==> src/rtl/hack_video_pkg.sv <==
// Shared Hack video constants, the Screen address type and the row/word to address mapping.
package hack_video_pkg;

    localparam int SCREEN_WORDS  = 8192;
    localparam int WORDS_PER_ROW = 32;
    localparam int H_ACTIVE      = 512;
    localparam int SCREEN_ROWS   = 256;

    localparam int H_CNT_W = 11;
    localparam int V_CNT_W = 10;

    typedef logic [15:0] screen_addr_t;

    // Word address of (row, word-in-row): 32*row + word, always below SCREEN_WORDS.
    function automatic screen_addr_t row_col_to_addr(input logic [7:0] row, input logic [4:0] word);
        return {3'b000, row, word};
    endfunction

endpackage

==> src/rtl/screen_scanner_video_timing.sv <==
// Raster timing: h/v counters, sync pulses, display enable and frame_start, all registered
// one clock behind the counters.
module video_timing
    import hack_video_pkg::*;
#(
    parameter int H_FP     = 16,
    parameter int H_SYNC   = 96,
    parameter int H_BP     = 48,
    parameter int V_ACTIVE = 256,
    parameter int V_FP     = 10,
    parameter int V_SYNC   = 2,
    parameter int V_BP     = 33,
    parameter bit SYNC_POL = 1'b0
) (
    input  logic               clk,
    input  logic               reset,
    output logic [H_CNT_W-1:0] h_cnt,
    output logic [V_CNT_W-1:0] v_cnt,
    output logic               de,
    output logic               hsync,
    output logic               vsync,
    output logic               frame_start
);
    localparam int H_TOTAL = H_ACTIVE + H_FP + H_SYNC + H_BP;
    localparam int V_TOTAL = V_ACTIVE + V_FP + V_SYNC + V_BP;

    localparam logic [H_CNT_W-1:0] H_LAST     = H_CNT_W'(H_TOTAL - 1);
    localparam logic [H_CNT_W-1:0] H_END      = H_CNT_W'(H_ACTIVE);
    localparam logic [H_CNT_W-1:0] HS_START   = H_CNT_W'(H_ACTIVE + H_FP);
    localparam logic [H_CNT_W-1:0] HS_STOP    = H_CNT_W'(H_ACTIVE + H_FP + H_SYNC);
    localparam logic [V_CNT_W-1:0] V_LAST     = V_CNT_W'(V_TOTAL - 1);
    localparam logic [V_CNT_W-1:0] V_END      = V_CNT_W'(V_ACTIVE);
    localparam logic [V_CNT_W-1:0] VS_START   = V_CNT_W'(V_ACTIVE + V_FP);
    localparam logic [V_CNT_W-1:0] VS_STOP    = V_CNT_W'(V_ACTIVE + V_FP + V_SYNC);

    logic [H_CNT_W-1:0] h_cnt_d, h_cnt_q;
    logic [V_CNT_W-1:0] v_cnt_d, v_cnt_q;
    logic de_d, de_q, hsync_d, hsync_q, vsync_d, vsync_q, frame_start_d, frame_start_q;

    // Counter advance and output decode of the current counter state.
    always_comb begin
        h_cnt_d = h_cnt_q + H_CNT_W'(1);
        v_cnt_d = v_cnt_q;
        if (h_cnt_q == H_LAST) begin
            h_cnt_d = '0;
            if (v_cnt_q == V_LAST) begin
                v_cnt_d = '0;
            end else begin
                v_cnt_d = v_cnt_q + V_CNT_W'(1);
            end
        end else begin
            v_cnt_d = v_cnt_q;
        end
        de_d          = (h_cnt_q < H_END) && (v_cnt_q < V_END);
        hsync_d       = ((h_cnt_q >= HS_START) && (h_cnt_q < HS_STOP)) ? SYNC_POL : ~SYNC_POL;
        vsync_d       = ((v_cnt_q >= VS_START) && (v_cnt_q < VS_STOP)) ? SYNC_POL : ~SYNC_POL;
        frame_start_d = (h_cnt_q == '0) && (v_cnt_q == '0);
    end

    // Counter and timing output registers; reset parks on the last blanking line.
    always_ff @(posedge clk or posedge reset) begin
        if (reset) begin
            h_cnt_q       <= '0;
            v_cnt_q       <= V_LAST;
            de_q          <= 1'b0;
            hsync_q       <= ~SYNC_POL;
            vsync_q       <= ~SYNC_POL;
            frame_start_q <= 1'b0;
        end else begin
            h_cnt_q       <= h_cnt_d;
            v_cnt_q       <= v_cnt_d;
            de_q          <= de_d;
            hsync_q       <= hsync_d;
            vsync_q       <= vsync_d;
            frame_start_q <= frame_start_d;
        end
    end

    assign h_cnt       = h_cnt_q;
    assign v_cnt       = v_cnt_q;
    assign de          = de_q;
    assign hsync       = hsync_q;
    assign vsync       = vsync_q;
    assign frame_start = frame_start_q;

endmodule

==> src/rtl/screen_scanner.sv <==
// Hack screen raster scanner: fetches Screen words and shifts them out LSB-first as pixels.
// Defining SCREEN_SCANNER_LINE_DOUBLE_EN shows every Hack row on two lines (512 active lines).
module screen_scanner
    import hack_video_pkg::*;
#(
    parameter int H_FP     = 16,
    parameter int H_SYNC   = 96,
    parameter int H_BP     = 48,
    parameter int V_FP     = 10,
    parameter int V_SYNC   = 2,
    parameter int V_BP     = 33,
    parameter bit SYNC_POL = 1'b0
) (
    input  logic        clk,
    input  logic        reset,
    output logic [15:0] scr_address,
    input  logic [15:0] scr_data,
    output logic        pixel,
    output logic        de,
    output logic        hsync,
    output logic        vsync,
    output logic        frame_start
);
`ifdef SCREEN_SCANNER_LINE_DOUBLE_EN
    localparam int V_ACTIVE = 2 * SCREEN_ROWS;
`else
    localparam int V_ACTIVE = SCREEN_ROWS;
`endif
    localparam int H_TOTAL = H_ACTIVE + H_FP + H_SYNC + H_BP;
    localparam int V_TOTAL = V_ACTIVE + V_FP + V_SYNC + V_BP;

    localparam logic [H_CNT_W-1:0] H_LAST = H_CNT_W'(H_TOTAL - 1);
    localparam logic [H_CNT_W-1:0] H_END  = H_CNT_W'(H_ACTIVE);
    localparam logic [V_CNT_W-1:0] V_LAST = V_CNT_W'(V_TOTAL - 1);
    localparam logic [V_CNT_W-1:0] V_END  = V_CNT_W'(V_ACTIVE);

    logic [H_CNT_W-1:0] h_cnt_s;
    logic [V_CNT_W-1:0] v_cnt_s;
    logic [V_CNT_W-1:0] v_next_s;
    logic [7:0]         row_s, row_next_s;
    logic [4:0]         word_s;
    logic               active_s, last_word_s;
    screen_addr_t       addr_d, addr_q;
    logic [15:0]        pf_d, pf_q, sr_d, sr_q;
    logic               issue_d, issue_q, capture_d, capture_q;
    logic               pixel_d, pixel_q;

    video_timing #(
        .H_FP     (H_FP),
        .H_SYNC   (H_SYNC),
        .H_BP     (H_BP),
        .V_ACTIVE (V_ACTIVE),
        .V_FP     (V_FP),
        .V_SYNC   (V_SYNC),
        .V_BP     (V_BP),
        .SYNC_POL (SYNC_POL)
    ) u_video_timing (
        .clk         (clk),
        .reset       (reset),
        .h_cnt       (h_cnt_s),
        .v_cnt       (v_cnt_s),
        .de          (de),
        .hsync       (hsync),
        .vsync       (vsync),
        .frame_start (frame_start)
    );

    // Source rows of this line and the next one; the line after V_LAST is line 0.
    always_comb begin
        if (v_cnt_s == V_LAST) begin
            v_next_s = '0;
        end else begin
            v_next_s = v_cnt_s + V_CNT_W'(1);
        end
`ifdef SCREEN_SCANNER_LINE_DOUBLE_EN
        row_s      = v_cnt_s[8:1];
        row_next_s = v_next_s[8:1];
`else
        row_s      = v_cnt_s[7:0];
        row_next_s = v_next_s[7:0];
`endif
        word_s      = h_cnt_s[8:4];
        active_s    = (h_cnt_s < H_END) && (v_cnt_s < V_END);
        last_word_s = (word_s == 5'd31);
    end

    // Fetch one word ahead inside a line; word 0 of the next line is requested at the
    // first blanking clock. Data lands two clocks after the address changes.
    always_comb begin
        addr_d  = addr_q;
        issue_d = 1'b0;
        if (active_s && (h_cnt_s[3:0] == 4'd0) && !last_word_s) begin
            addr_d  = row_col_to_addr(row_s, word_s + 5'd1);
            issue_d = 1'b1;
        end else if ((h_cnt_s == H_END) && (v_next_s < V_END)) begin
            addr_d  = row_col_to_addr(row_next_s, 5'd0);
            issue_d = 1'b1;
        end else begin
            addr_d  = addr_q;
            issue_d = 1'b0;
        end
        capture_d = issue_q;
        if (capture_q) begin
            pf_d = scr_data;
        end else begin
            pf_d = pf_q;
        end
        // Reload after pixel 15 of each word, and just before pixel 0 of every line.
        if ((h_cnt_s == H_LAST) || (active_s && (h_cnt_s[3:0] == 4'd15) && !last_word_s)) begin
            sr_d = pf_q;
        end else begin
            sr_d = {1'b0, sr_q[15:1]};
        end
        if (active_s) begin
            pixel_d = sr_q[0];
        end else begin
            pixel_d = 1'b0;
        end
    end

    // Address, prefetch, shift and pixel registers; reset drops any fetch in flight.
    always_ff @(posedge clk or posedge reset) begin
        if (reset) begin
            addr_q    <= '0;
            issue_q   <= 1'b0;
            capture_q <= 1'b0;
            pf_q      <= '0;
            sr_q      <= '0;
            pixel_q   <= 1'b0;
        end else begin
            addr_q    <= addr_d;
            issue_q   <= issue_d;
            capture_q <= capture_d;
            pf_q      <= pf_d;
            sr_q      <= sr_d;
            pixel_q   <= pixel_d;
        end
    end

    assign scr_address = addr_q;
    assign pixel       = pixel_q;

endmodule

==> config.mk <==
export PLATFORM = sky130hd
export DESIGN_NAME = screen_scanner
export DESIGN_NICKNAME = d
export VERILOG_FILES = /design/src/rtl/hack_video_pkg.sv /design/src/rtl/screen_scanner_video_timing.sv /design/src/rtl/screen_scanner.sv
export SDC_FILE = /design/constraint.sdc
export NUM_CORES = 1
export LEC_CHECK = 0
export BUFFER_PORTS_ARGS = -buffer_cell sky130_fd_sc_hd__buf_2
export CELL_PAD_IN_SITES_DETAIL_PLACEMENT = 1
export CELL_PAD_IN_SITES_GLOBAL_PLACEMENT = 1
export CORE_UTILIZATION = 40
export DETAILED_ROUTE_END_ITERATION = 10
export PLACE_DENSITY = 0.79
export SLEW_MARGIN = 20
export SYNTH_ARGS = -nofsm -noshare
export SYNTH_HDL_FRONTEND = slang
export SYNTH_SLANG_ARGS = --single-unit
==> constraint.sdc <==
create_clock -name clk -period 2.1 [get_ports clk]
set_input_delay 0.21 -clock clk [delete_from_list [all_inputs] [get_ports clk]]
set_output_delay 0.21 -clock clk [all_outputs]
set_load 0.01 [all_outputs]
# == Word-level counts from Yosys, hierarchy flattened ==
# Cells that the tools add are included.
# word_totals
ff_bits,76
inputBits,18
output_inout_bits,21
wordCells,52
# classes
n_addsub,3
order_cmp,7
n_eq_ne,5
n_mux,10
reduce_logical,15
# ops
op,count
16-bit 2-to-1 mux,3
10-bit by 9-bit less-than comparator with 1-bit output (second input constant),3
11-bit by 10-bit == test with 1-bit output (second input constant),2
11-bit by 10-bit less-than comparator with 1-bit output (second input constant),2
11-bit by 1-bit adder with 11-bit output (second input constant),1
11-bit by 10-bit greater-or-equal comparator with 1-bit output (second input constant),1
11-bit logical NOT,1
11-bit 2-to-1 mux,1
10-bit by 1-bit adder with 10-bit output (second input constant),1
10-bit by 9-bit == test with 1-bit output (second input constant),1
10-bit by 9-bit greater-or-equal comparator with 1-bit output (second input constant),1
10-bit logical NOT,1
10-bit 2-to-1 mux,1
1-bit logical AND,9
5-bit by 1-bit adder with 5-bit output (second input constant),1
5-bit == test (second input constant),1
1-bit 2-to-1 mux,5
4-bit == test (second input constant),1
4-bit logical NOT,1
2-bit nonzero test,1
1-bit logical NOT,1
1-bit logical OR,1

# == Depth between registers and ports, before layout ==
# Gate-level depths: netlist of the first run.
# logic_depth
word_depth,6
mapped_depth,9

# == Hierarchy ==
# Synthesis of the first run repeated with hierarchy kept, for this count alone.
# hier_totals
hier_cells,296
hier_area_um2,3533.4
# modules_own_cells
module,instances,cells_per_inst,area_per_inst_um2
screen_scanner,1,172,2238.4
video_timing,1,124,1295.0

# == Least setup slack after synthesis of the first run ==
# No wires, ideal clock.
# synth_timing
path_type,register to register
start,"reg u_video_timing.h_cnt_q[4], in the netlist u_video_timing.h_cnt[4]"
end,reg sr_q[10]
arrival_time_ns,1.962
t_required_ns,1.972
setup_slack_ns,0.011
stages_incl_launch_ff,8
period_less_slack_ns,2.089
cell_sequence,dfrtp_1 -> ha_1 -> and3_1 -> ha_1 -> and2b_1 -> a21oi_2 -> buf_4 -> mux2_1
# synth_via
elab_chain_len,6
elab_cells_between_ends,9
classes_between,1 x order compare; 2 x eq/ne; 1 x mux; 5 x reduce/logical
# synth_lines
item,line,text
start: declaration,screen_scanner_video_timing.sv:36,"logic [H_CNT_W-1:0] h_cnt_d, h_cnt_q;"
start signal: assignment,screen_scanner_video_timing.sv:70,h_cnt_q <= h_cnt_d;
11-bit by 10-bit less-than comparator with 1-bit output,screen_scanner.sv:83,active_s = (h_cnt_s < H_END) && (v_cnt_s < V_END);
1-bit logical AND,screen_scanner.sv:83,
1-bit logical AND (2 in series),screen_scanner.sv:109,if ((h_cnt_s == H_LAST) || (active_s && (h_cnt_s[3:0] == 4'd15) && !last_word_s)) begin
1-bit logical OR (*),screen_scanner.sv:109,
16-bit 2-to-1 mux (*),screen_scanner.sv:109,
named net sr_d[10],screen_scanner.sv:44,"logic [15:0] pf_d, pf_q, sr_d, sr_q;"
end signal: assignment,screen_scanner.sv:135,sr_q <= sr_d;
end: declaration,screen_scanner.sv:44,
# The timed path passes the listed nets; every way through them passes the cells marked *.
# A chain may end at the register's enable or synchronous reset.

# == Worst setup path after layout of the first run ==
# layout_timing
start,"reg u_video_timing.h_cnt_q[1], in the netlist u_video_timing.h_cnt[1]"
end,reg sr_q[1]
# The elaborated chain is that of the path after synthesis.

==> results of run 1 <==
## power groups by stage
stage	logic, W	clock network, W	registers (W)
5_1_grt	0.0000912	0.00121	0.00145
4_1_cts	0.0000821	0.00115	0.00145
3_5_place_dp	0.0000795	0	0.00148
6_report	0.0000790	0.00112	0.00145
2_1_floorplan	0.0000503	0	0.00147
3_3_place_gp	0.0000765	0	0.00147
## repair_timing
item | CTS | global route
pin swaps | 0 | 1
setup buffers | 0 | 3
hold endpoints to repair | 67 | 0
cloned | 0 | 1
hold buffers | 1 | 0
gates resized for setup | 1 | 6
endpoints found under the setup margin | 4 | 25
## kinds of logic (layout without fill, tap and decap cells)
| kind of cell | count (synthesis) | after routing | share of synthesized area |
|---|---|---|---|
| flops | 73 | 73 | 0.544 |
| compound gates | 43 | 43 | 0.0876 |
| fa+ha+maj | 8 | 8 | 0.0297 |
| mux | 36 | 36 | 0.118 |
| buf+inv | 30 | 98 | 0.0460 |
| other cells | 1 | 3 | 0.00111 |
| xor+xnor | 12 | 12 | 0.0312 |
| simple gates | 86 | 86 | 0.141 |
## per-stage QoR
stage | power (W) | setup TNS (ns) | hold WS [ns] | cell area, µm² | worst slack, ns
global placement | 0.00155 | 0 | 0.325 | 3830 | 0.120
detailed placement | 0.00156 | 0 | 0.327 | 3830 | 0.0566
CTS | 0.00268 | 0 | 0.0725 | 4040 | 0.0241
global route | 0.00275 | -0.0682 | 0.0730 | 4120 | -0.0196
finish | 0.00265 | 0 | 0.0839 | 4120 | 0.0565
floorplan | 0.00152 | 0 | 0.331 | 3380 | 0.0109
## worst max-delay path by stage
| stage | cells past startpoint | from | to |
|---|---|---|---|
| after floorplan | 7 | u_video_timing.h_cnt[4] | sr_q[10] |
| after detailed placement | 7 | u_video_timing.h_cnt[5] | sr_q[12] |
| after global placement | 7 | u_video_timing.v_cnt[0] | scr_address[12] |
| final | 7 | u_video_timing.h_cnt[1] | sr_q[1] |
| after global routing | 7 | u_video_timing.h_cnt[4] | sr_q[1] |
| after CTS | 8 | u_video_timing.h_cnt[0] | scr_address[11] |
## state kept, by name, indices dropped and copies added (netlist names)
register,cells
u_video_timing.frame_start,1
u_video_timing.de,1
u_video_timing.vsync,1
sr_q,16
capture_d,1
u_video_timing.v_cnt,10
pf_q,16
pixel,1
capture_q,1
u_video_timing.hsync,1
u_video_timing.h_cnt,11
scr_address,13
## area by class of cell
cell class / instances / area [µm²]
Fill cell: 904 / 4060
Sequential cell: 73 / 1840
Multi-Input combinational cell: 188 / 1420
Timing Repair Buffer: 68 / 480
Tap cell: 105 / 131
Clock buffer: 9 / 124
Clock inverter: 7 / 76.3
Inverter: 14 / 52.6
## worst register-to-register path, stage by stage (launching register included)
cell and delay [ns]:
sky130_fd_sc_hd__dfrtp_1 0.38, sky130_fd_sc_hd__buf_4 0.15, sky130_fd_sc_hd__ha_1 0.21, sky130_fd_sc_hd__and3_1 0.23, sky130_fd_sc_hd__and4_1 0.25, sky130_fd_sc_hd__a21oi_4 0.20, sky130_fd_sc_hd__clkbuf_16 0.20, sky130_fd_sc_hd__mux2_1 0.32
## per-layer routing
| layer | track usage | up-vias | share of wire |
|---|---|---|---|
| met2 | 0.341 | 45 | 0.53 |
| met5 | 0 | - | 0 |
| met4 | 0.0731 | 0 | 0.018 |
| met3 | 0.0364 | 12 | 0.028 |
| met1 | 0.254 | 1301 | 0.43 |
| li1 | - | 1154 | - |
## placed cells by master (no fill, tap or decap), types with 4 or more instances in the layout
cell type,Yosys,final
sky130_fd_sc_hd__nand2_1,21,21
sky130_fd_sc_hd__o21ai_0,8,8
sky130_fd_sc_hd__inv_1,14,13
sky130_fd_sc_hd__a22oi_1,4,4
sky130_fd_sc_hd__and2_1,4,4
sky130_fd_sc_hd__xnor2_1,8,8
sky130_fd_sc_hd__xor2_1,4,4
sky130_fd_sc_hd__ha_1,8,7
sky130_fd_sc_hd__nand4_1,10,10
sky130_fd_sc_hd__mux2i_1,5,5
sky130_fd_sc_hd__a21oi_1,11,11
sky130_fd_sc_hd__o21ai_1,5,5
sky130_fd_sc_hd__nand3_1,13,13
sky130_fd_sc_hd__mux2_1,15,15
sky130_fd_sc_hd__dfrtp_1,67,66
sky130_fd_sc_hd__dfstp_2,6,6
sky130_fd_sc_hd__clkbuf_8,0,9
sky130_fd_sc_hd__buf_4,4,28
sky130_fd_sc_hd__nor2_1,13,13
sky130_fd_sc_hd__buf_2,4,35
sky130_fd_sc_hd__mux2_2,16,16
==> flow_metrics.env, run 1 <==
export IMPL_status="finished clean"
export IMPL_worst_r2r_path_cells=7
export IMPL_most_repeated_cell_in_the_gate_level_netlist_after_synthesis="sky130_fd_sc_hd__dfrtp_1"
export IMPL_worst_setup_path_end_kind="flip-flop"
export IMPL_power_per_cell_area_mw_per_mm2=644
export IMPL_globalplace_congestion=0.842
export IMPL_syn_cell_area_mm2=0.00337
export IMPL_route_detailed_drc=0
export IMPL_critical_path_slowest_cell="sky130_fd_sc_hd__dfrtp_1"
export IMPL_family_with_the_most_delay_on_the_worst_path="simple AND/OR/NAND/NOR gates"
export IMPL_net_switching_power_w=0.000622
export IMPL_yosysWarningCount=0
export IMPL_insertion_delay_ns=0.35
export IMPL_timing_critical_path_arrival_ns=2.28
export IMPL_antenna_violation_net_count_after_detailed_routing=0
export IMPL_drt_wl_total_um=8160
export IMPL_global_route_usage_total=0.200
export IMPL_asyncSetResetFlopFracSynth=1.00
export IMPL_critical_path_s_largest_stage_delay_ns=0.38
export IMPL_port_buffer_count=35
export IMPL_share_seq_of_total_power=0.546
export IMPL_cp_cell_sequence="buf_4, ha_1, and3_1, and4_1, a21oi_4, clkbuf_16, mux2_1"
export IMPL_power_share_combinational=0.030
export IMPL_grt_overflow=0
export IMPL_power_switching_share=0.234
export IMPL_max_vdd_ir_drop_v=0.000280
export IMPL_finalClockSkew_ns=0.0122
export IMPL_cts_root_buffer_cell="sky130_fd_sc_hd__clkbuf_8"
export IMPL_synth_seq_area_share=0.544
export IMPL_yosysUniqueCellTypes=49
export IMPL_clock_power_share=0.424
export IMPL_drt_pre_antenna_iters=4
export IMPL_numPlacedInstances=443
export IMPL_finalMaxSlewViolations=0
export IMPL_pin_count=39
export IMPL_synth_edf_count=0
export IMPL_maxSlewHeadroom=0.554
export IMPL_utilization_of_the_core_after_routing=0.504
export IMPL_finish_cell_count_without_fillers=464
export IMPL_rows=33
export IMPL_antennaDiodeCount=0
export IMPL_routed_wirelength_normalized_by_instance_count_um=17.6
export IMPL_postSynthCellCount=289
export IMPL_numClockSinks=73
export IMPL_antenna_violations_before_repair=0
export IMPL_layout_worst_path_cycle_share=0.973
export IMPL_synth_ff_type="sky130_fd_sc_hd__dfrtp_1"
export IMPL_report_final_hold_viol_count=0
export IMPL_die_area_mm2=0.00879
export IMPL_clk_transition_reported_paths_ns=0.09
export IMPL_holdPathStages=2
export IMPL_max_cap_viol_count=0
export IMPL_r2r_end="sr_q[1]"
export IMPL_hp_start="scr_data[7]"
export IMPL_worstPathBufferInverterCount=2
export IMPL_detailedRoute_firstIterationViolations=77
export IMPL_tightest_slew_ns=0.668
export IMPL_post_route_cells_drive_above_1_share=0.334
export IMPL_regToRegStartpoint="u_video_timing.h_cnt[1]"
export IMPL_crit_path_start_kind="flip-flop"
export IMPL_detailroute_via_count=2512
export IMPL_h_tree_depth=3
export IMPL_rsz_0062_raised_after_global_routing="true"
export IMPL_fp_coreArea_mm2=0.00818
export IMPL_worstSetupPathType="flip-flop to flip-flop"
export IMPL_dp_final_hpwl_um=5410
export IMPL_hold_path_end="pf_q[7]"
export IMPL_leakage_nw=1.91
export IMPL_synth_top_area_cell="sky130_fd_sc_hd__dfrtp_1"
export IMPL_critical_path_peak_fanout=8
export IMPL_finish_stage_setup_viols=0
export IMPL_initial_utilization=0.412
export IMPL_area_growth_pct=22.3
export IMPL_internal_power_w=0.00203
export IMPL_period_needed_ns=2.04
export IMPL_grt_start_max_net_pins=74
export IMPL_floorplan_die_height_um=93.8
export IMPL_layout_nets=380
export IMPL_most_frequent_cells_after_synthesis="67 x sky130_fd_sc_hd__dfrtp_1, 21 x sky130_fd_sc_hd__nand2_1, 16 x sky130_fd_sc_hd__mux2_2, 15 x sky130_fd_sc_hd__mux2_1, 14 x sky130_fd_sc_hd__inv_1"
export IMPL_critPathRequiredTime_ns=2.33
export IMPL_regToRegSetupSlack_ns=0.06
export IMPL_cts_buffers_inserted=9
export IMPL_synth_area_top_cells="sky130_fd_sc_hd__dfrtp_1 50%, sky130_fd_sc_hd__mux2_2 5.3%, sky130_fd_sc_hd__mux2_1 5.0%, sky130_fd_sc_hd__dfstp_2 4.7%, sky130_fd_sc_hd__ha_1 3.0%"
export IMPL_tritoncts="yes"
export IMPL_postSynthRegisterBits=73
export IMPL_synthesized_area_per_cell_um2=11.7
export IMPL_fmax_mhz=489
export IMPL_drt_vias_per_instance=5.41
export IMPL_min_delay_path_class="input port to flip-flop"
export IMPL_yosysTopAreaCellShare=0.498
export IMPL_number_of_global_route_vias_before_repair=2629
export IMPL_fp_dieW_um=93.8
export IMPL_grt_pass1_wl_um=13400
export IMPL_clk_path_buf_depth=2
No activity file was read; power rests on OpenSTA's default activity.
==> run 2, diff against run 1 <==
--- a/config.mk
+++ b/config.mk
@@ -10,6 +10,7 @@
 export CELL_PAD_IN_SITES_GLOBAL_PLACEMENT = 1
 export CORE_UTILIZATION = 40
 export DETAILED_ROUTE_END_ITERATION = 10
+export GPL_TIMING_DRIVEN = 0
 export PLACE_DENSITY = 0.79
 export SLEW_MARGIN = 20
 export SYNTH_ARGS = -nofsm -noshare
==> flow_metrics.env, run 2 (synthesis gave the netlist of run 1 again) <==
export IMPL_number_of_global_route_vias_before_repair=2486
export IMPL_power_per_cell_area_mw_per_mm2=617
export IMPL_leakage_nw=1.90
export IMPL_layout_worst_path_cycle_share=1.03
export IMPL_maxSlewHeadroom=0.521
export IMPL_clk_transition_reported_paths_ns=0.09
export IMPL_cp_startpoint="u_video_timing.v_cnt[1]"
export IMPL_crit_path_start_kind="flip-flop"
export IMPL_grt_pass1_wl_um=12800
export IMPL_drt_vias_per_instance=5.37
export IMPL_h_tree_depth=3
export IMPL_globalplace_congestion=0.857
export IMPL_worst_setup_path_end_kind="flip-flop"
export IMPL_numClockSinks=73
export IMPL_rows=33
export IMPL_post_route_cells_drive_above_1_share=0.368
export IMPL_drt_pre_antenna_iters=4
export IMPL_timing_critical_path_arrival_ns=2.44
export IMPL_critPathRequiredTime_ns=2.38
export IMPL_grt_start_max_net_pins=52
export IMPL_finalClockSkew_ns=0.0128
export IMPL_fp_coreArea_mm2=0.00818
export IMPL_critical_path_peak_fanout=6
export IMPL_global_route_usage_total=0.192
export IMPL_most_common_cell_after_layout_fill_and_taps_aside="sky130_fd_sc_hd__dfrtp_1"
export IMPL_rsz_0062_raised_after_global_routing="true"
export IMPL_failed_checks="setup timing"
export IMPL_grt_overflow=0
export IMPL_period_needed_ns=2.16
export IMPL_route_detailed_drc=0
export IMPL_insertion_delay_ns=0.36
export IMPL_numPlacedInstances=432
export IMPL_dp_slack_ns=-0.355
export IMPL_hp_start="scr_data[10]"
export IMPL_finish_stage_setup_viols=9
export IMPL_min_delay_path_class="input port to flip-flop"
export IMPL_detailedRoute_firstIterationViolations=163
export IMPL_pin_count=39
export IMPL_tightest_slew_ns=0.712
export IMPL_floorplan_die_height_um=93.8
export IMPL_fmax_mhz=463
export IMPL_cts_root_buffer_cell="sky130_fd_sc_hd__clkbuf_8"
export IMPL_antenna_violations_before_repair=0
export IMPL_drt_wl_total_um=8590
export IMPL_place_area_mm2=0.00371
export IMPL_total_power_w=0.00258
export IMPL_routed_wirelength_normalized_by_instance_count_um=18.4
export IMPL_area_growth_pct=24.3
export IMPL_cts_buffers_inserted=9
export IMPL_fp_dieW_um=93.8
export IMPL_layout_nets=382
export IMPL_dp_final_hpwl_um=5130
export IMPL_antennaDiodeCount=0
export IMPL_max_vdd_ir_drop_v=0.000264
export IMPL_finish_cell_count_without_fillers=466
export IMPL_antenna_violation_net_count_after_detailed_routing=0
export IMPL_report_final_hold_viol_count=0
export IMPL_finalInstanceArea_mm2=0.00419
export IMPL_clk_path_buf_depth=2
export IMPL_commonest_non_fill_non_tap_cells_in_the_layout="62 x sky130_fd_sc_hd__dfrtp_1, 36 x sky130_fd_sc_hd__buf_2, 22 x sky130_fd_sc_hd__buf_4, 20 x sky130_fd_sc_hd__nand2_1, 16 x sky130_fd_sc_hd__mux2_2"
export IMPL_initial_utilization=0.412
export IMPL_crit_path_setup_slack_layout_ns=-0.0585
export IMPL_port_buffer_count=35
export IMPL_finalMaxSlewViolations=0
export IMPL_hold_worst_slack_ns=0.0737
export IMPL_regToRegStartpoint="u_video_timing.v_cnt[1]"
export IMPL_tritoncts="yes"
export IMPL_max_cap_viol_count=0
export IMPL_detailroute_via_count=2503
export IMPL_worstSetupPathType="flip-flop to flip-flop"
export IMPL_status="complete, but fails checks"
export IMPL_die_area_mm2=0.00879
run 2: where the power goes:
part	leakage [nW]	switching [W]	internal, W	total, W
combinational	0.921	0.0000457	0.0000411	0.0000868
sequential	0.890	0.0000115	0.00144	0.00145
clock	0.0859	0.000577	0.000473	0.00105
run 2: layer usage:
layer / global-route usage / wire [µm]
met1: 0.251 / 3850
met2: 0.305 / 4180
met3: 0.0477 / 344
met4: 0.0769 / 217
met5: 0 / 0
run 2: final cells by class:
type	instances	area, µm²
clock inverter	6	48.8
tap	105	131
buffer	13	111
sequential	73	1840
fill	895	3990
multi-input combinational	188	1480
timing repair buffer	57	382
clock buffer	10	138
inverter	14	57.6
run 2: final timing paths:
| check | slack, ns | to | cells past startpoint |
|---|---|---|---|
| max in group asynchronous | 1.11 | u_video_timing.v_cnt[8] | 4 |
| min reg2reg | 0.36 | capture_q | 0 |
| max reg2reg | -0.06 | scr_address[10] | 8 |
| min | 0.07 | pf_q[10] | 2 |
| min in group asynchronous | 0.37 | sr_q[12] | 3 |
| max | -0.06 | scr_address[10] | 8 |
run 2: timing repair:
item / 4_1_cts / 5_1_grt
cloned: 0 / 3
gates resized for setup: 17 / 18
pin swaps: 1 / 6
hold buffers: 1 / 0
endpoints found under the setup margin: 31 / 40
setup buffers: 4 / 13
hold endpoints to repair: 22 / 0
run 2: per-stage QoR:
step / util / TNS, ns
global route: 0.512 / -1.27
CTS: 0.488 / 0
global placement: 0.451 / -55.28
floorplan: - / 0
finish: 0.512 / -0.166
detailed placement: 0.454 / -4.99
run 2: critical path, cell delays in order (launching register included):
cell	delay [ns]
sky130_fd_sc_hd__dfrtp_2	0.47
sky130_fd_sc_hd__buf_4	0.18
sky130_fd_sc_hd__a21oi_1	0.32
sky130_fd_sc_hd__o2111ai_4	0.19
sky130_fd_sc_hd__a31o_1	0.32
sky130_fd_sc_hd__buf_6	0.16
sky130_fd_sc_hd__buf_12	0.13
sky130_fd_sc_hd__o31ai_4	0.16
sky130_fd_sc_hd__o2bb2ai_1	0.14
==> run 3, diff against run 2 <==
--- a/config.mk
+++ b/config.mk
@@ -5,13 +5,15 @@
 export SDC_FILE = /design/constraint.sdc
 export NUM_CORES = 1
 export LEC_CHECK = 0
+export ABC_AREA = 1
 export BUFFER_PORTS_ARGS = -buffer_cell sky130_fd_sc_hd__buf_2
 export CELL_PAD_IN_SITES_DETAIL_PLACEMENT = 1
 export CELL_PAD_IN_SITES_GLOBAL_PLACEMENT = 1
-export CORE_UTILIZATION = 40
+export CORE_UTILIZATION = 39
 export DETAILED_ROUTE_END_ITERATION = 10
 export GPL_TIMING_DRIVEN = 0
-export PLACE_DENSITY = 0.79
+export PLACE_DENSITY = 0.82
+export RECOVER_POWER = 100
 export SLEW_MARGIN = 20
 export SYNTH_ARGS = -nofsm -noshare
 export SYNTH_HDL_FRONTEND = slang
==> flow_metrics.env, run 3 <==
export IMPL_global_route_usage_total=0.210
export IMPL_yosysTopAreaCellShare=0.494
export IMPL_routed_wirelength_normalized_by_instance_count_um=15.2
export IMPL_most_frequent_cells_after_synthesis="103 x sky130_fd_sc_hd__nand2_1, 67 x sky130_fd_sc_hd__dfrtp_1, 58 x sky130_fd_sc_hd__inv_1, 38 x sky130_fd_sc_hd__o21ai_0, 35 x sky130_fd_sc_hd__nand3_1"
export IMPL_post_route_cells_drive_above_1_share=0.144
export IMPL_critical_path_peak_fanout=10
export IMPL_die_area_mm2=0.00907
export IMPL_yosysUniqueCellTypes=29
export IMPL_crit_path_setup_slack_layout_ns=0.160
export IMPL_utilization_of_the_core_after_routing=0.481
export IMPL_timing_critical_path_arrival_ns=2.24
export IMPL_finalClockSkew_ns=0.0124
export IMPL_fin_tns_setup_ns=0
export IMPL_commonest_non_fill_non_tap_cells_in_the_layout="103 x sky130_fd_sc_hd__nand2_1, 66 x sky130_fd_sc_hd__dfrtp_1, 57 x sky130_fd_sc_hd__inv_1, 37 x sky130_fd_sc_hd__o21ai_0, 35 x sky130_fd_sc_hd__nand3_1"
export IMPL_layout_worst_path_cycle_share=0.924
export IMPL_power_per_cell_area_mw_per_mm2=729
export IMPL_report_final_hold_viol_count=0
export IMPL_hold_worst_slack_ns=0.0574
export IMPL_most_common_cell_after_layout_fill_and_taps_aside="sky130_fd_sc_hd__nand2_1"
export IMPL_max_vdd_ir_drop_v=0.000406
export IMPL_rows=33
export IMPL_clk_path_buf_depth=2
export IMPL_finish_stage_setup_viols=0
export IMPL_initial_utilization=0.409
export IMPL_postSynthCellCount=403
export IMPL_drt_wl_total_um=8580
export IMPL_finalMaxSlewViolations=0
export IMPL_worst_setup_path_end_kind="flip-flop"
export IMPL_critPathRequiredTime_ns=2.40
export IMPL_postSynthRegisterBits=73
export IMPL_leakage_nw=1.96
export IMPL_grt_overflow=0
export IMPL_maxSlewHeadroom=0.281
export IMPL_critical_path_s_largest_stage_delay_ns=0.44
export IMPL_fp_coreArea_mm2=0.00830
export IMPL_pin_count=39
export IMPL_family_with_the_most_delay_on_the_worst_path="simple AND/OR/NAND/NOR gates"
export IMPL_port_buffer_count=35
export IMPL_synth_ff_type="sky130_fd_sc_hd__dfrtp_1"
export IMPL_most_repeated_cell_in_the_gate_level_netlist_after_synthesis="sky130_fd_sc_hd__nand2_1"
export IMPL_insertion_delay_ns=0.37
export IMPL_synth_top_area_cell="sky130_fd_sc_hd__dfrtp_1"
export IMPL_min_delay_path_class="input port to flip-flop"
export IMPL_grt_start_max_net_pins=53
export IMPL_status="finished clean"
export IMPL_cts_root_buffer_cell="sky130_fd_sc_hd__clkbuf_8"
export IMPL_asyncSetResetFlopFracSynth=1.00
export IMPL_tritoncts="yes"
export IMPL_worstPathBufferInverterCount=2
export IMPL_synth_edf_count=0
export IMPL_floorplan_die_height_um=95.2
export IMPL_dp_slack_ns=0.0276
export IMPL_clk_transition_reported_paths_ns=0.08
export IMPL_fmax_mhz=516
export IMPL_crit_path_start_kind="flip-flop"
export IMPL_synth_area_top_cells="sky130_fd_sc_hd__dfrtp_1 49%, sky130_fd_sc_hd__nand2_1 11%, sky130_fd_sc_hd__inv_1 6.4%, sky130_fd_sc_hd__o21ai_0 5.6%, sky130_fd_sc_hd__nand3_1 5.2%"
export IMPL_fp_dieW_um=95.2
export IMPL_numClockSinks=73
export IMPL_detailroute_via_count=2827
export IMPL_synth_seq_area_share=0.541
export IMPL_period_needed_ns=1.94
export IMPL_area_growth_pct=17.7
export IMPL_h_tree_depth=3
export IMPL_antennaDiodeCount=0
export IMPL_path_common_cell="sky130_fd_sc_hd__nand2_1"
export IMPL_worstSetupPathType="flip-flop to flip-flop"
export IMPL_drt_vias_per_instance=5.01
export IMPL_layout_nets=480
export IMPL_antenna_violations_before_repair=0
export IMPL_drt_pre_antenna_iters=4
export IMPL_detailedRoute_firstIterationViolations=43
export IMPL_antenna_violation_net_count_after_detailed_routing=0
export IMPL_synthesized_area_per_cell_um2=8.41
export IMPL_syn_cell_area_mm2=0.00339
export IMPL_route_detailed_drc=0
export IMPL_tightest_slew_ns=1.07
export IMPL_globalplace_congestion=0.846
export IMPL_total_power_w=0.00291
export IMPL_number_of_global_route_vias_before_repair=2980
export IMPL_max_cap_viol_count=0
export IMPL_cts_buffers_inserted=9
export IMPL_yosysWarningCount=0
export IMPL_grt_pass1_wl_um=14200
export IMPL_critical_path_slowest_cell="sky130_fd_sc_hd__dfrtp_1"
export IMPL_cp_cell_sequence="ha_2, inv_1, nor2_1, ha_2, nor2_2, nand2_2, clkbuf_4, nand2_1, o21ai_1, nand2_1, nand2_1"
export IMPL_dp_final_hpwl_um=6080
[run 3: changes by cell type after synthesis, sizes merged, moves of 8 or more]
| cell | previous run | this run |
|---|---|---|
| nand3 | 13 | 38 |
| inv | 14 | 59 |
| nand2 | 21 | 106 |
| o21ai | 13 | 50 |
| mux2 | 31 | 0 |
| nor3 | 2 | 10 |
| nor2 | 13 | 28 |
[run 3: metrics by stage]
stage          cell area (µm²)  std cells
2_1_floorplan             3400        405
3_3_place_gp              3700        545
3_5_place_dp              3730        546
4_1_cts                   3990        563
5_1_grt                   3990        564
6_report                  3990        564
[run 3: kinds of logic (layout without fill, tap and decap cells)]
logic type / count (synthesis) / in the layout / synth area share
buf+inv: 73 / 127 / 0.0922
simple gates: 187 / 187 / 0.240
xor+xnor: 4 / 4 / 0.0103
fa+ha+maj: 8 / 8 / 0.0295
compound gates: 57 / 57 / 0.0856
other cells: 1 / 3 / 0.00111
flops: 73 / 73 / 0.541
[run 3: worst paths after layout]
check	startpoint	end	slack, ns	depth (start not counted)
max in group asynchronous	reset	u_video_timing.vsync	0.72	4
hold reg to reg	capture_d	capture_q	0.36	0
setup / recovery	u_video_timing.h_cnt[5]	scr_address[6]	0.16	11
min in group asynchronous	reset	u_video_timing.h_cnt[1]	0.59	3
hold / removal	scr_data[6]	pf_q[6]	0.06	3
setup reg to reg	u_video_timing.h_cnt[5]	scr_address[6]	0.16	11
[run 3: where the power goes]
| part | internal, W | switching (W) | total, W | leakage [nW] |
|---|---|---|---|---|
| sequential | 0.00144 | 0.00000903 | 0.00144 | 0.895 |
| clock | 0.000796 | 0.000578 | 0.00137 | 0.117 |
| combinational | 0.0000337 | 0.0000574 | 0.0000911 | 0.944 |
[run 3: area by class of cell]
class	count	area (µm²)
clock buffer	10	128
tap	105	131
multi-input combinational	259	1270
inverter	60	228
buffer	13	88.8
timing repair buffer	38	198
clock inverter	6	115
sequential	73	1840
fill	1016	4310
[run 3: per-layer routing]
metal	track usage	vias to the layer above	wire, µm
met5	0	-	0
met4	0.0694	0	102
met3	0.0518	13	300
met2	0.365	55	4290
met1	0.254	1392	3880
li1	-	1367	-
[run 3: worst reg2reg max path, cell delays in order, from the launching register on]
cell,delay (ns)
sky130_fd_sc_hd__dfrtp_1,0.44
sky130_fd_sc_hd__ha_2,0.24
sky130_fd_sc_hd__inv_1,0.07
sky130_fd_sc_hd__nor2_1,0.18
sky130_fd_sc_hd__ha_2,0.23
sky130_fd_sc_hd__nor2_2,0.06
sky130_fd_sc_hd__nand2_2,0.13
sky130_fd_sc_hd__clkbuf_4,0.23
sky130_fd_sc_hd__nand2_1,0.07
sky130_fd_sc_hd__o21ai_1,0.11
sky130_fd_sc_hd__nand2_1,0.09
sky130_fd_sc_hd__nand2_1,0.06
[run 3: timing repair]
action	4_1_cts	5_1_grt
hold buffers	1	0
endpoints found under the setup margin	1	17
setup buffers	0	1
resized for setup	1	8
hold endpoints to repair	20	0
